[config.mk]
export PLATFORM = sky130hd
export DESIGN_NAME = memory_access_stage
export DESIGN_NICKNAME = d
export VERILOG_FILES = /design/src/rtl/memory_access_stage.sv
export SDC_FILE = /design/constraint.sdc
export NUM_CORES = 1
export LEC_CHECK = 0
export ABC_AREA = 1
export CORE_AREA = 5 5 120 122
export DETAILED_ROUTE_END_ITERATION = 12
export DIE_AREA = 0 0 125 127
export HOLD_SLACK_MARGIN = 0.08
export PLACE_DENSITY = 0.69
export SLEW_MARGIN = 20
export SYNTH_ARGS = -nofsm -noshare
export SYNTH_HDL_FRONTEND = slang
export SYNTH_SLANG_ARGS = --single-unit
[constraint.sdc]
create_clock -name clk_i -period 2.9 [get_ports clk_i]
set_input_delay 0.58 -clock clk_i [delete_from_list [all_inputs] [get_ports clk_i]]
set_output_delay 0.58 -clock clk_i [all_outputs]
set_load 0.02 [all_outputs]
[src/rtl/memory_access_stage.sv]
// ----------------------------------------------------------------------------
// memory_access_stage
//
// MEM stage of the pipeline. It sits right after the execute stage and has
// four jobs:
//   - resolve branches combinationally,
//   - issue word loads/stores on a ready-handshake data-memory port, waiting
//     a bounded number of cycles for the memory to answer,
//   - hold the upstream pipeline while an access is outstanding,
//   - own the MEM/WB pipeline register that feeds write-back.
//
// An access that is misaligned, or that times out, is dropped. It still
// reaches write-back, but as a faulted entry with its writes suppressed.
//
// Ports
//   clk_i, reset_i                clock, async active-high reset
//   *_MEMORYACCESS                EX/MEM register outputs (control + data)
//   dmem_ready_i, dmem_rdata_i    memory completion handshake / load data
//   dmem_req_o, dmem_we_o         request valid / store select
//   dmem_addr_o, dmem_wdata_o     word address / store data
//   PCSrc_o, PCTarget_o           branch decision and target
//   stall_o                       hold upstream stages and EX/MEM register
//   *_WRITEBACK                   MEM/WB pipeline register outputs
// ----------------------------------------------------------------------------
module memory_access_stage #(
    parameter int MAX_WAIT = 15
) (
    input  logic        clk_i,
    input  logic        reset_i,
    input  logic        MemtoReg_MEMORYACCESS,
    input  logic        MemWrite_MEMORYACCESS,
    input  logic        MemRead_MEMORYACCESS,
    input  logic        RegWrite_MEMORYACCESS,
    input  logic        Branch_MEMORYACCESS,
    input  logic        zero_MEMORYACCESS,
    input  logic [31:0] PCTarget_MEMORYACCESS,
    input  logic [31:0] ALUResult_MEMORYACCESS,
    input  logic [31:0] ReadData2_MEMORYACCESS,
    input  logic [4:0]  Write_Register_MEMORYACCESS,
    input  logic        dmem_ready_i,
    input  logic [31:0] dmem_rdata_i,
    output logic        dmem_req_o,
    output logic        dmem_we_o,
    output logic [31:0] dmem_addr_o,
    output logic [31:0] dmem_wdata_o,
    output logic        PCSrc_o,
    output logic [31:0] PCTarget_o,
    output logic        stall_o,
    output logic [31:0] ReadData_WRITEBACK,
    output logic [31:0] ALUResult_WRITEBACK,
    output logic [4:0]  Write_Register_WRITEBACK,
    output logic        MemtoReg_WRITEBACK,
    output logic        RegWrite_WRITEBACK,
    output logic        fault_WRITEBACK
);

    localparam int CW = (MAX_WAIT > 1) ? $clog2(MAX_WAIT) : 1;
    localparam logic [CW-1:0] CNT_LAST = CW'(MAX_WAIT - 1);
    localparam logic [CW-1:0] CNT_ZERO = CW'(0);
    localparam logic [CW-1:0] CNT_ONE  = CW'(1);

    typedef enum logic [0:0] {
        S_IDLE = 1'b0,
        S_WAIT = 1'b1
    } state_t;

    // What the MEM/WB register loads this cycle.
    typedef enum logic [1:0] {
        ACT_CAPTURE = 2'd0,
        ACT_FAULT   = 2'd1,
        ACT_BUBBLE  = 2'd2
    } act_t;

    state_t          r_state;
    logic [CW-1:0]   r_cnt;

    logic            w_mem_op;
    logic            w_aligned;
    logic            w_is_load;
    logic            w_stall;
    act_t            w_act;
    state_t          w_state_nxt;
    logic [CW-1:0]   w_cnt_nxt;
    logic [31:0]     w_rdata_cap;

    assign w_mem_op  = MemRead_MEMORYACCESS | MemWrite_MEMORYACCESS;
    assign w_aligned = (ALUResult_MEMORYACCESS[1:0] == 2'b00);
    // A store wins when both read and write are set, so that is not a load.
    assign w_is_load = MemRead_MEMORYACCESS & ~MemWrite_MEMORYACCESS;

    // Branch resolution is independent of memory stalls.
    assign PCSrc_o    = Branch_MEMORYACCESS & zero_MEMORYACCESS;
    assign PCTarget_o = PCTarget_MEMORYACCESS;

    // Upstream holds during a stall, so the address and data can be driven
    // straight from the EX/MEM inputs and stay stable while we wait.
    assign dmem_req_o   = (r_state == S_WAIT) | (w_mem_op & w_aligned);
    assign dmem_we_o    = MemWrite_MEMORYACCESS;
    assign dmem_addr_o  = ALUResult_MEMORYACCESS;
    assign dmem_wdata_o = ReadData2_MEMORYACCESS;
    assign stall_o      = w_stall;

    // Only a completing load carries memory data into write-back.
    assign w_rdata_cap = w_is_load ? dmem_rdata_i : 32'h0000_0000;

    // Next-state, stall and MEM/WB-action decode.
    always_comb begin
        w_stall     = 1'b0;
        w_act       = ACT_CAPTURE;
        w_state_nxt = r_state;
        w_cnt_nxt   = r_cnt;
        case (r_state)
            S_IDLE: begin
                if (!w_mem_op) begin
                    w_act = ACT_CAPTURE;
                end else if (!w_aligned) begin
                    w_act = ACT_FAULT;
                end else if (dmem_ready_i) begin
                    w_act = ACT_CAPTURE;
                end else begin
                    w_stall     = 1'b1;
                    w_act       = ACT_BUBBLE;
                    w_state_nxt = S_WAIT;
                    w_cnt_nxt   = CNT_ZERO;
                end
            end
            S_WAIT: begin
                // A ready in the timeout cycle still completes the access.
                if (dmem_ready_i) begin
                    w_act       = ACT_CAPTURE;
                    w_state_nxt = S_IDLE;
                end else if (r_cnt == CNT_LAST) begin
                    w_act       = ACT_FAULT;
                    w_state_nxt = S_IDLE;
                end else begin
                    w_stall   = 1'b1;
                    w_act     = ACT_BUBBLE;
                    w_cnt_nxt = r_cnt + CNT_ONE;
                end
            end
            default: begin
                w_act       = ACT_CAPTURE;
                w_state_nxt = S_IDLE;
            end
        endcase
    end

    // FSM state, wait counter and MEM/WB pipeline register.
    always_ff @(posedge clk_i or posedge reset_i) begin
        if (reset_i) begin
            r_state                  <= S_IDLE;
            r_cnt                    <= CNT_ZERO;
            ReadData_WRITEBACK       <= 32'h0000_0000;
            ALUResult_WRITEBACK      <= 32'h0000_0000;
            Write_Register_WRITEBACK <= 5'd0;
            MemtoReg_WRITEBACK       <= 1'b0;
            RegWrite_WRITEBACK       <= 1'b0;
            fault_WRITEBACK          <= 1'b0;
        end else begin
            r_state <= w_state_nxt;
            r_cnt   <= w_cnt_nxt;
            // Every entry keeps the address and destination, which helps debug.
            ALUResult_WRITEBACK      <= ALUResult_MEMORYACCESS;
            Write_Register_WRITEBACK <= Write_Register_MEMORYACCESS;
            case (w_act)
                ACT_CAPTURE: begin
                    ReadData_WRITEBACK <= w_rdata_cap;
                    MemtoReg_WRITEBACK <= MemtoReg_MEMORYACCESS;
                    RegWrite_WRITEBACK <= RegWrite_MEMORYACCESS;
                    fault_WRITEBACK    <= 1'b0;
                end
                ACT_FAULT: begin
                    ReadData_WRITEBACK <= 32'h0000_0000;
                    MemtoReg_WRITEBACK <= 1'b0;
                    RegWrite_WRITEBACK <= 1'b0;
                    fault_WRITEBACK    <= 1'b1;
                end
                ACT_BUBBLE: begin
                    ReadData_WRITEBACK <= 32'h0000_0000;
                    MemtoReg_WRITEBACK <= 1'b0;
                    RegWrite_WRITEBACK <= 1'b0;
                    fault_WRITEBACK    <= 1'b0;
                end
                default: begin
                    ReadData_WRITEBACK <= 32'h0000_0000;
                    MemtoReg_WRITEBACK <= 1'b0;
                    RegWrite_WRITEBACK <= 1'b0;
                    fault_WRITEBACK    <= 1'b0;
                end
            endcase
        end
    end

endmodule

**Word level (Yosys, flattened, before mapping)**

Index checks and enable logic that the tools add are counted.
Widths: inputs -> output; s select.

- Bits in latches: 0
- Memory bits (read-only): 0
- Input bits: 142
- Memory bits (writable): 0
- Output and inout port bits: 172
- Register bits: 77
- Word-level logic and storage cells: 49
- Memories kept: 0

- Magnitude comparators: 0
- Shift-type cells: 0
- Bitwise operators: 7
- Reductions and logical operators: 3
- Multipliers: 0
- $add $sub $neg: 1
- Muxes and demuxes: 23
- Divide/modulo/power cells: 0
- Equal/unequal tests: 7

Operator list:

| cell | count |
|---|---|
| $mux 32 | 2 |
| $mux 4 | 5 |
| $mux 2 | 5 |
| $ne 2x2->1 const B | 5 |
| $mux 1 | 8 |
| $pmux 4 s2 | 1 |
| $reduce_and 5->1 | 1 |
| $add 4x1->4 const B | 1 |
| $eq 4x4->1 const B | 1 |
| $logic_not 2->1 | 2 |
| $pmux 2 s2 | 1 |
| $and 1x1->1 | 3 |
| $eq 2x1->1 const B | 1 |
| $not 1->1 | 2 |
| $or 1x1->1 | 2 |
| $pmux 1 s2 | 1 |

**Longest topological paths before layout**

- Word-level depth: 6
- Gate-level depth with buffers: 10
- Gate-level depth less buffers: 9

**Least setup slack after synthesis**

OpenSTA, ideal clock, no wires.

- Path kind: input to output
- From: in ALUResult_MEMORYACCESS[0]
- To: out stall_o
- Cell stages on the path: 5
- Path buffers: 0
- Data required time: 2.320 ns
- Arrival time: 1.106 ns
- Path slack: 1.214 ns
- Cell sequence: inv_1 > nand2_1 > nand2_1 > nand2_1 > nor2_1

- Cells in the longest elaborated chain, start to end: 4

RTL lines:

| element | line | RTL |
|---|---|---|
| start: declaration | 37 | `input logic [31:0] ALUResult_MEMORYACCESS,` |
| $logic_not 2->1 | 87 | `assign w_aligned = (ALUResult_MEMORYACCESS[1:0] == 2'b00);` |
| $mux 1 | 116 | `end else if (!w_aligned) begin` |
| $mux 1 | 114 | `if (!w_mem_op) begin` |
| $pmux 1 s2 | 112 | `case (r_state)` |
| end: declaration | 48 | `output logic stall_o,` |

Every way passes these cells.

**Worst setup path in the final report**

- From: in MemWrite_MEMORYACCESS
- To: out stall_o

- Cells in the longest elaborated chain, start to end: 3

RTL lines:

| element | line | RTL |
|---|---|---|
| start: declaration | 31 | `input logic MemWrite_MEMORYACCESS,` |
| $or 1x1->1 | 86 | `assign w_mem_op = MemRead_MEMORYACCESS \| MemWrite_MEMORYACCESS;` |
| $mux 1 | 114 |  |
| $pmux 1 s2 | 112 |  |

Every way passes these cells.

==> flow_metrics.py <==
metrics = {
    "synth": {
        "syn_nets": 445,
        "yosysTopAreaCell": "dfrtp_1",
        "synth_common_cells": "buf_4, dfrtp_1, nand2_1",
        "async_reset_ff_frac": 1.00,
        "synth_area_leaders": "dfrtp_1, buf_4, nand2_1",
        "synth_edf_count": 0,
        "synth_most_common_cell": "buf_4",
        "yosys_warnings": 0,
        "synth_top_area_share": 0.594,
        "synth.distinct_cells": 17,
        "synth_seq_area_share": 0.594,
        "synth_cells": 301,
        "syn_area_per_cell_um2": 10.8,
        "synth_flop_cell": "dfrtp_1",
        "synth-seq-cells": 77,
        "syn_area_mm2": 0.00324,
    },
    "clock_tree": {
        "clk_latency_ns": 0.33,
        "cts_made_buffers": 9,
        "holdBufCountCts": 0,
        "cts_tree": "built",
        "cts.sinks": 77,
        "cts.clk_slew.worst_paths_ns": 0.06,
        "cts_resized": 0,
        "htree_levels": 3,
        "post-cts-setup-buffers": 0,
        "cts-root-buf": "clkbuf_16",
        "clockBufferDepth": 2,
    },
    "placed_design": {
        "hpwl_mm": 8.02,
        "place_congestion": 0.796,
        "portBuffers": 185,
        "dp.cells": 561,
        "dp_slack_ns": 0.199,
    },
    "layout": {
        "area_growth_syn_to_layout_pct": 49.9,
        "layoutNonFillerInstCount": 577,
        "drive_above_1_share": 0.0923,
        "diodes": 0,
        "num-nets-final": 540,
    },
    "power": {
        "seqPwrFrac": 0.422,
        "power_density_mw_per_mm2": 559,
        "swShare": 0.252,
        "power.switching_uw": 686,
        "pwr-share-comb": 0.168,
        "pwr-share-clk": 0.410,
        "power_mw": 2.72,
        "internal_power_mw": 2.03,
        "ir_drop_v": 0.000258,
        "p_leak_nw": 2.10,
    },
    "global_routing": {
        "grt_pass1_wl_mm": 14.5,
        "grt_pass1_vias": 2327,
        "antenna_found_initial": 0,
        "gr-total-overflow": 0,
        "grt_max_degree": 49,
        "grtUsageTotal": 0.120,
    },
    "worst_setup_path": {
        "critPathCaptureType": "output port",
        "cp.arrival_ns": 2.14,
        "critPathTopFamily": "buffers and inverters",
        "crit_chain": "clkdlybuf4s50_1, inv_1, nand3_1, nand2_1, nor2_1, clkdlybuf4s50_1",
        "critPathMaxStageDelay_ns": 0.64,
        "required_ns": 2.32,
        "cp-start-kind": "input pin",
        "setup.worst_path.class": "in -> out",
        "critPathMaxFanout": 3,
        "cpMostUsedCell": "clkdlybuf4s50_1",
        "worst-path-buf-inv": 3,
        "cp_slowest_cell": "clkdlybuf4s50_1",
    },
    "floorplan": {
        "core_mm2": 0.0131,
        "rows": 42,
        "die_area_mm2": 0.0159,
        "initial_utilization": 0.248,
        "die-width_um": 125,
        "die_y_um": 127,
        "io_pins": 314,
    },
    "timing": {
        "worst_pin_slew_ns": 0.492,
        "slew_headroom": 0.671,
        "slew_viol_final": 0,
        "finalCritPeriodShare": 0.937,
        "fmax_mhz": 368,
        "finalSetupTns_ns": 0,
        "hold_viol": 0,
        "period_needed_ns": 2.72,
        "fin_skew_ns": 0.00963,
        "rsz0062_at_grt": "false",
        "worst_slack_ns": 0.182,
        "setup_viol": 0,
    },
    "route": {
        "drtPass1Iterations": 4,
        "drt-vias-per-instance": 3.76,
        "num_vias": 2167,
        "route.detailed.wl_per_inst_um": 17.0,
        "drc": 0,
        "drt_iter0_drc": 65,
        "wirelength_mm": 9.80,
        "ant_nets": 0,
    },
    "hold_path": {
        "min_path_type": "reg -> reg",
    },
    "run": {
        "drv_cap": 0,
    },
    "run_status": {
        "status": "finished, final reports clean",
    },
}
[cells by family after synthesis]
kind of cell / Yosys count / synth area share
fa+ha+maj: 2 / 0.00771
compound gates: 3 / 0.00463
flops: 77 / 0.594
simple gates: 103 / 0.137
buf+inv: 116 / 0.256
[cell usage in the layout (no fill, tap or decap), types with 3 or more instances in the layout]
cell	count
nand2_1	52
nor2_1	28
nor2_2	13
clkbuf_16	9
nand3_1	5
dfrtp_1	77
clkdlybuf4s50_1	185
o21ai_0	3
inv_1	11
[metrics by stage]
step / utilization / hold WS [ns] / area, um2
3_5_place_dp: 0.349 / 0.503 / 4560
2_1_floorplan: - / 0.471 / 3240
6_report: 0.372 / 0.515 / 4860
3_3_place_gp: 0.349 / 0.492 / 4560
4_1_cts: 0.372 / 0.517 / 4860
5_1_grt: 0.372 / 0.573 / 4860
[state kept, by name, indices dropped and copies added, names as in the netlist]
name / count
fault_WRITEBACK: 1
Write_Register_WRITEBACK: 5
r_state: 1
ReadData_WRITEBACK: 32
RegWrite_WRITEBACK: 1
MemtoReg_WRITEBACK: 1
r_cnt: 4
ALUResult_WRITEBACK: 32
[layout make-up]
cell class                      instances  area (um2)
Clock buffer                           10         229
Multi-Input combinational cell        108         488
Fill cell                            1244        8220
Tap cell                              176         220
Inverter                               13        50.0
Clock inverter                          6        70.1
Timing Repair Buffer                  187        1880
Sequential cell                        77        1930
[per-layer routing]
layer,vias to the layer above,GRT usage,part of all wire
met4,0,0.0548,0.032
met5,-,0,0
met3,37,0.0601,0.11
li1,997,-,-
met1,975,0.113,0.33
met2,158,0.217,0.52
[final timing paths]
check,from,endpoint,slack (ns),cells past startpoint
worst max register to register,r_cnt[0]$_DFFE_PP0P_,ReadData_WRITEBACK[26]$_DFF_PP0_,1.23,8
max in group asynchronous,reset_i,ReadData_WRITEBACK[1]$_DFF_PP0_,1.70,3
worst min register to register,r_cnt[3]$_DFFE_PP0P_,r_cnt[3]$_DFFE_PP0P_,0.52,2
worst max-delay path,MemWrite_MEMORYACCESS,stall_o,0.18,6
worst min-delay path,r_cnt[3]$_DFFE_PP0P_,r_cnt[3]$_DFFE_PP0P_,0.52,2
min in group asynchronous,reset_i,ALUResult_WRITEBACK[6]$_DFF_PP0_,0.58,2
[worst min-delay path, delay by kind of cell, from the launching register on]
kind,cells,cell delay [ns]
flip-flops,1,0.37
AND/OR/NAND/NOR,2,0.12
[power by group through the flow]
stage / combinational (mW) / sequential [mW] / clock (mW)
global placement: 0.462 / 1.16 / 0
finish: 0.457 / 1.15 / 1.12
CTS: 0.468 / 1.15 / 1.15
detailed placement: 0.466 / 1.17 / 0
floorplan: 0.295 / 1.22 / 0
global route: 0.493 / 1.15 / 1.21
Note: power is estimated with default switching activity, not from simulation.
